`src/rtl/fft_stage_sequencer.sv`:
```
// Address/twiddle sequencer for an in-place radix-2 DIT FFT (bit-reversed input order).
// Walks LOG_N stages of N/2 butterflies. Each butterfly is offered to the datapath as a
// descriptor: the two wing addresses and the twiddle ROM index. A drain gap separates
// stages so that write-back finishes before the next stage reads.
//
// Ports:
//   clk       rising-edge clock
//   rst_n     synchronous reset, active low
//   start     one-cycle transform request, honoured only in IDLE
//   busy      transform in progress (first RUN cycle through DONE inclusive)
//   done      one-cycle completion pulse
//   bf_valid  descriptor valid
//   bf_ready  datapath accepts descriptor (transfer on bf_valid && bf_ready)
//   addr_a    upper-wing data address
//   addr_b    lower-wing data address (addr_a + 2^stage)
//   tw_idx    twiddle ROM index
//   stage     current stage, 0 .. LOG_N-1
//   last_bf   final butterfly of the final stage
module fft_stage_sequencer #(
  parameter int unsigned N         = 4096,
  parameter int unsigned LOG_N     = $clog2(N),
  parameter int unsigned TW_W      = $clog2(N / 2),
  parameter int unsigned DRAIN_CYC = 4
) (
  input  logic                       clk,
  input  logic                       rst_n,
  input  logic                       start,
  output logic                       busy,
  output logic                       done,
  output logic                       bf_valid,
  input  logic                       bf_ready,
  output logic [LOG_N-1:0]           addr_a,
  output logic [LOG_N-1:0]           addr_b,
  output logic [TW_W-1:0]            tw_idx,
  output logic [$clog2(LOG_N)-1:0]   stage,
  output logic                       last_bf
);

  localparam int unsigned SW = $clog2(LOG_N);
  localparam int unsigned BW = LOG_N - 1;
  localparam int unsigned DW = (DRAIN_CYC > 1) ? $clog2(DRAIN_CYC) : 1;

  localparam logic [SW-1:0] S_LAST     = SW'(LOG_N - 1);
  localparam logic [BW-1:0] B_LAST     = BW'(N / 2 - 1);
  localparam logic [DW-1:0] DRAIN_LAST = DW'((DRAIN_CYC > 0) ? DRAIN_CYC - 1 : 0);

  localparam logic [1:0] ST_IDLE  = 2'd0;
  localparam logic [1:0] ST_RUN   = 2'd1;
  localparam logic [1:0] ST_DRAIN = 2'd2;
  localparam logic [1:0] ST_DONE  = 2'd3;

  logic [1:0]    state_q, state_d;
  logic [SW-1:0] s_q, s_d;
  logic [BW-1:0] b_q, b_d;
  logic [DW-1:0] drain_q, drain_d;

  // Next-state logic for the FSM and the stage/butterfly/drain counters.
  always_comb begin
    state_d = state_q;
    s_d     = s_q;
    b_d     = b_q;
    drain_d = drain_q;
    case (state_q)
      ST_IDLE: begin
        if (start) begin
          state_d = ST_RUN;
          s_d     = '0;
          b_d     = '0;
        end
      end
      ST_RUN: begin
        if (bf_ready) begin
          if (b_q == B_LAST) begin
            if (DRAIN_CYC != 0) begin
              state_d = ST_DRAIN;
              drain_d = '0;
            end else if (s_q == S_LAST) begin
              state_d = ST_DONE;
            end else begin
              s_d = s_q + SW'(1);
              b_d = '0;
            end
          end else begin
            b_d = b_q + BW'(1);
          end
        end
      end
      ST_DRAIN: begin
        if (drain_q == DRAIN_LAST) begin
          if (s_q == S_LAST) begin
            state_d = ST_DONE;
          end else begin
            state_d = ST_RUN;
            s_d     = s_q + SW'(1);
            b_d     = '0;
          end
        end else begin
          drain_d = drain_q + DW'(1);
        end
      end
      default: begin  // ST_DONE
        state_d = ST_IDLE;
        s_d     = '0;
        b_d     = '0;
        drain_d = '0;
      end
    endcase
  end

  // Butterfly address for the next descriptor: insert a 0 bit at position s into b.
  // Bits below s form pos, bits above form grp; this equals grp*2*span + pos.
  logic [LOG_N-1:0] b_ext, span, lo_mask, nxt_a;
  logic [SW-1:0]    tw_sh;
  logic [TW_W-1:0]  nxt_tw;

  always_comb begin
    b_ext   = {1'b0, b_d};
    span    = LOG_N'(1) << s_d;
    lo_mask = span - LOG_N'(1);
    nxt_a   = ((b_ext & ~lo_mask) << 1) | (b_ext & lo_mask);
    tw_sh   = S_LAST - s_d;
    nxt_tw  = TW_W'((b_ext & lo_mask) << tw_sh);
  end

  always_ff @(posedge clk) begin
    if (!rst_n) begin
      state_q <= ST_IDLE;
      s_q     <= '0;
      b_q     <= '0;
      drain_q <= '0;
      addr_a  <= '0;
      addr_b  <= '0;
      tw_idx  <= '0;
      stage   <= '0;
      last_bf <= 1'b0;
    end else begin
      state_q <= state_d;
      s_q     <= s_d;
      b_q     <= b_d;
      drain_q <= drain_d;
      // Descriptor registers follow the next counters, so they hold under backpressure
      // and read as zero whenever no descriptor is offered.
      if (state_d == ST_RUN) begin
        addr_a  <= nxt_a;
        addr_b  <= nxt_a | span;
        tw_idx  <= nxt_tw;
        stage   <= s_d;
        last_bf <= (s_d == S_LAST) && (b_d == B_LAST);
      end else begin
        addr_a  <= '0;
        addr_b  <= '0;
        tw_idx  <= '0;
        stage   <= '0;
        last_bf <= 1'b0;
      end
    end
  end

  assign busy     = (state_q != ST_IDLE);
  assign done     = (state_q == ST_DONE);
  assign bf_valid = (state_q == ST_RUN);

endmodule

```
`config.mk`:
```
export PLATFORM = sky130hd
export DESIGN_NAME = fft_stage_sequencer
export DESIGN_NICKNAME = d
export VERILOG_FILES = /design/src/rtl/fft_stage_sequencer.sv
export SDC_FILE = /design/constraint.sdc
export NUM_CORES = 1
export LEC_CHECK = 0
export CAP_MARGIN = 20
export CORE_AREA = 3 3 82 84
export CTS_CLUSTER_DIAMETER = 80
export DETAILED_ROUTE_END_ITERATION = 12
export DIE_AREA = 0 0 85 87
export DONT_BUFFER_PORTS = 1
export GPL_TIMING_DRIVEN = 1
export PLACE_DENSITY = 0.75
export SLEW_MARGIN = 30
export SYNTH_ARGS = -nofsm -noshare
export SYNTH_HDL_FRONTEND = slang
export SYNTH_SLANG_ARGS = --single-unit
```
`constraint.sdc`:
```
create_clock -name clk -period 2.8 [get_ports clk]
set_input_delay 0.28 -clock clk [delete_from_list [all_inputs] [get_ports clk]]
set_output_delay 0.28 -clock clk [all_outputs]
set_load 0.05 [all_outputs]
```
# After elaboration in Yosys (flattened, before gate mapping)
# Cells that the tools add are included.
# op_classes
mux	20
add_sub_neg	5
reduce_logical	5
shifts	2
bitwise_logic	6
n_eq_ne	12
# ops
cell	count
$mux 11	5
$pmux 11 s3	1
$or 12x12->12	2
$eq 11x11->1 const B	2
$mux 2	8
$and 11x12->12	1
$mux 4	3
$pmux 2 s3	2
$pmux 4 s3	1
$shl 1x4->12 const A	1
$shl 12x4->11	1
$sub 12x1->12 const B	1
$add 11x1->11 const B	1
$and 11x11->11	1
$not 11->11	1
$eq 4x4->1 const B	2
$eq 2x2->1 const B	3
$add 4x1->4 const B	1
$eq 2x1->1 const B	2
$ne 2x1->1 const B	2
$reduce_and 4->1	1
$sub 4x4->4 const A	1
$add 2x1->2 const B	1
$logic_not 2->1	1
5 further kinds	5
# totals
out_inout_bits	43
reg_bits	59
input_bits	4

# Logic depth before layout (Yosys ltp)
# depth
word_depth	10
ltp_mapped	16
mapped_depth_nobuf	13

# Least setup slack after synthesis
# No wires, ideal clock.
# synth_path
path_type	flip-flop to flip-flop
start	register s_q[0]
end	register tw_idx[7]
synth_period_minus_slack_ns	3.017
path_slack_ns	-0.217
arrival_time_ns	2.942
path_buffers	2
stages_incl_launch_ff	13
t_required_ns	2.725
path_cell_list	dfxtp_1 > ha_1 > and3b_1 > o211a_4 > a21boi_4 > buf_4 > buf_4 > nand3_1 > ha_1 > or4_4 > a211oi_2 > o22ai_1 > o22ai_1
# synth_between
elab_chain_len	8
word_cells_on_any_way	19
classes_between	3 x add/sub; 2 x eq/ne; 2 x shift; 10 x mux; 1 x bitwise; 1 x reduce/logical
# synth_rtl
item	line_no	text
start: declaration	53	logic [SW-1:0] s_q, s_d;
start signal: assignment	128	s_q <= '0;
start signal: assignment	138	s_q <= s_d;
$add 4x1->4 / $eq 4x4->1 (equally long branches)	94, 90	
$mux 4	90	if (s_q == S_LAST) begin
$mux 4	89	if (drain_q == DRAIN_LAST) begin
$pmux 4 s3	63	case (state_q)
$shl 1x4->12	118	span = LOG_N'(1) << s_d;
$sub 12x1->12	119	lo_mask = span - LOG_N'(1);
$and 11x12->12	122	nxt_tw = TW_W'((b_ext & lo_mask) << tw_sh);
$shl 12x4->11	122	
end signal: assignment	146	tw_idx <= nxt_tw;
end: declaration	34	output logic [TW_W-1:0] tw_idx,
# Parallel ways exist; a longest one is shown, timed or not.
# A chain may end at the register's enable or synchronous reset.

# Final worst setup path
# layout_path
start	register s_q[0]
end	register tw_idx[10]
# Same word-level chain as after synthesis.

==> flow_metrics.env <==
export IMPL_status="finished, final reports clean"
export IMPL_synth_seq_cells=59
export IMPL_insertion_delay_ns=0.35
export IMPL_synth_main_ff_cell="dfxtp_1"
export IMPL_crit_buf_inv=1
export IMPL_end_kind="register"
export IMPL_htreeDepth=3
export IMPL_die_area_um2=7395
export IMPL_cp_common_cell="o31ai_2"
export IMPL_holdPathStages=1
export IMPL_die_y_um=87
export IMPL_viasPerCell=6.588
export IMPL_timing_rr_end="tw_idx[10]$_SDFF_PN0_"
export IMPL_grt_pass1_wl_um=15270
export IMPL_yosysMostFrequentCell="dfxtp_1"
export IMPL_routedWlPerCell_um=19.68
export IMPL_initial_core_util_pct=56.56
export IMPL_finalWirelength_um=9802
export IMPL_dr_pass1_iters=8
export IMPL_post_route_util_pct=64.31
export IMPL_portBuffers=0
export IMPL_worst_r2r_setup_slack_ns=0.04
export IMPL_dpl_worst_slack_ns=-0.1087
export IMPL_n_antenna_cell=0
export IMPL_p_comb_share_pct=6.0
export IMPL_clkPwrFrac_pct=41.6
export IMPL_detail_route_antenna_nets=0
export IMPL_fin_nets=431
export IMPL_yosys_top_cells_area="dfxtp_1 35%, nor2_1 5.9%, nand2_1 3.5%"
export IMPL_finalWorstSetupSlack_ns=0.03846
export IMPL_synthCells=400
export IMPL_p_switching_uw=423.9
export IMPL_cts_buffer_depth=2
export IMPL_crit_path_top_delay_cell="dfxtp_1"
export IMPL_post_route_min_period_ns=2.762
export IMPL_crit_type="register to register"
export IMPL_cts_tree="yes"
export IMPL_cp_data_arrival_time_ns=2.99
export IMPL_worstMarginPinSlew_ns=0.7513
export IMPL_max_slew_margin_pct=49.53
export IMPL_cts_buffers=9
export IMPL_p_int_mw=1.208
export IMPL_cp_required_ns=3.03
export IMPL_slew_violations=0
export IMPL_crit_chain="ha_2, and3b_2, o211a_4, a21boi_4, nand3_2, ha_4, buf_4, nand3_1, o31ai_2, a32o_2, a31oi_1, o31ai_2"
export IMPL_fin_skew_ns=0.009756
export IMPL_area_growth_syn_to_layout_pct=13.70
export IMPL_synth_edf_count=0
export IMPL_max_cap_violations=0
export IMPL_finalSetupViolCount=0
export IMPL_clock_sinks=59
export IMPL_hold_viol=0
export IMPL_drtIter0Drc=399
export IMPL_root_buffer="clkbuf_8"
export IMPL_ys_warn_count=0
export IMPL_p_sw_share_pct=25.97
export IMPL_cp_slowest_stage_delay_ns=0.32
export IMPL_hold_path_class="primary input to register"
export IMPL_grt_max_degree=19
export IMPL_vias=3281
export IMPL_worst_path_max_fanout=7
export IMPL_syn_area_um2=3388
export IMPL_overflow=0
export IMPL_pwr_share_seq_pct=52.4
export IMPL_gp_congestion=1.002
export IMPL_final_cells=498
export IMPL_die_x_um=85
export IMPL_yosys_area_top_type="dfxtp_1"
export IMPL_synth_common_cells="59 x dfxtp_1, 53 x nor2_1, 32 x nand2_1"
export IMPL_r2r_start="s_q[0]$_SDFF_PN0_"
export IMPL_coreArea_um2=5991
export IMPL_grt_pass1_vias=2931
export IMPL_layout_drive_gt1_share_pct=24.35
export IMPL_min_to="b_q[10]$_SDFF_PN0_"
export IMPL_syn_nets=412
export IMPL_rr_worst_depth=12
export IMPL_hold_slack_ns=0.04910
export IMPL_fmax_ghz=0.3621
export IMPL_async_flop_share_pct=0
export IMPL_synth_largest_type_area_fraction_pct=34.86
export IMPL_irDropWorstVdd_mv=0.3940
export IMPL_worstHoldStart="rst_n"
export IMPL_antenna_found_initial=0
export IMPL_num_io_pins=47
export IMPL_cp_start_kind="register"
export IMPL_rows=28
export IMPL_cts_clk_slew_worst_paths_ns=0.07
export IMPL_gr_usage_all_layers_pct=26.36
export IMPL_leakagePower_nw=1.458
export IMPL_yosysUniqueCellTypes=79
export IMPL_yosysSeqAreaShare_pct=34.86
export IMPL_layout_worst_path_cycle_share_pct=98.63
export IMPL_dp_cells=479
export IMPL_p_per_area_nw_per_um2=423.7
export IMPL_drc=0
export IMPL_avgSynthCellArea_um2=8.471
export IMPL_hpwlAfterDp_um=6981
export IMPL_critPathTopFamily="compound AO/OA/AOI/OAI gates"
-- what timing repair did --
item,CTS,global route
hold buffers,0,0
pin swaps,0,6
buffers inserted,0,4
endpoints found under the setup margin,4,21
resized for setup,3,15
-- flip-flops by register name, summed over array words and instances, names as in the netlist --
name / cells
tw_idx: 11
drain_q: 2
addr_b: 12
b_q: 11
last_bf: 1
state_q: 2
addr_a: 12
stage: 4
s_q: 4
-- cells in the final DEF (no fill, tap or decap), types with 4 or more instances in the layout --
master and count:
a21boi_0 4, a21oi_1 19, a31oi_1 5, and2_1 5, buf_4 37, clkbuf_8 10, dfxtp_1 56, ha_1 5
inv_1 11, mux2i_1 5, nand2_1 32, nand2b_1 6, nand3_1 17, nand4_1 9, nor2_1 51, nor2b_1 4
nor3_1 11, nor4_1 5, o21ai_0 12, o22ai_1 12, o311a_1 5, or3_1 6
-- logic make-up (layout without fill, tap and decap cells) --
family,after synthesis,in the layout,synth area share [%]
XOR/XNOR,3,3,0.9973
AO/OA/AOI/OAI,106,106,25.07
adder cells (fa/ha/maj),8,8,2.954
flip-flops,59,59,34.86
multiplexers,7,7,2.142
buffers and inverters,44,67,7.311
AND/OR/NAND/NOR,173,173,26.66
-- how the worst max path moves through the flow --
stage,start,end,slack [ns],depth (start not counted)
4_1_cts,state_q[0]$_SDFF_PN0_,tw_idx[7]$_SDFF_PP0_,0.02,10
3_5_place_dp,drain_q[0]$_SDFFE_PN0P_,tw_idx[7]$_SDFF_PP0_,-0.11,12
2_1_floorplan,s_q[0]$_SDFF_PN0_,tw_idx[7]$_SDFF_PP0_,0.003,12
3_3_place_gp,drain_q[0]$_SDFFE_PN0P_,tw_idx[7]$_SDFF_PP0_,0.04,12
5_1_grt,s_q[0]$_SDFF_PN0_,tw_idx[10]$_SDFF_PN0_,-0.009,12
6_report,s_q[0]$_SDFF_PN0_,tw_idx[10]$_SDFF_PN0_,0.04,12
-- per-layer routing --
metal  global-route usage (%)  part of all wire, %  up-vias
met5                        0                    0        -
met1                    35.28                   43     1560
li1                         -                    -     1494
met4                    10.65                  2.5        0
met3                    7.285                  9.0       25
met2                    40.18                   46      202
-- worst register-to-register path, cell delays in order (launching register included) --
cell	delay, ns
dfxtp_1	0.32
ha_2	0.22
and3b_2	0.23
o211a_4	0.26
a21boi_4	0.29
nand3_2	0.15
ha_4	0.20
buf_4	0.16
nand3_1	0.08
o31ai_2	0.07
a32o_2	0.26
a31oi_1	0.30
o31ai_2	0.11
-- final cells by class --
type,count,area [um^2]
Clock buffer,10,137.6
Clock inverter,5,30.03
Fill cell,506,2138
Inverter,14,55.05
Multi-Input combinational cell,297,2059
Sequential cell,59,1187
Tap cell,75,93.84
Timing Repair Buffer,38,289.0
-- power by group through the flow --
stage	logic (mW)	clock network, mW	registers [mW]
final	0.0973	0.679	0.856
after global routing	0.104	0.722	0.856
after CTS	0.0930	0.692	0.856
after floorplan	0.0714	0	0.873
after detailed placement	0.0925	0	0.875
after global placement	0.0920	0	0.875
-- through the flow --
| step | total power, mW | setup TNS, ns | area [um^2] |
|---|---|---|---|
| detailed placement | 0.9678 | -0.1652 | 3581 |
| floorplan | 0.9444 | 0 | 3435 |
| CTS | 1.642 | 0 | 3757 |
| global placement | 0.9673 | 0 | 3581 |
| finish | 1.632 | 0 | 3852 |
| global route | 1.682 | -0.01691 | 3852 |
(Power assumes the default switching activity.)
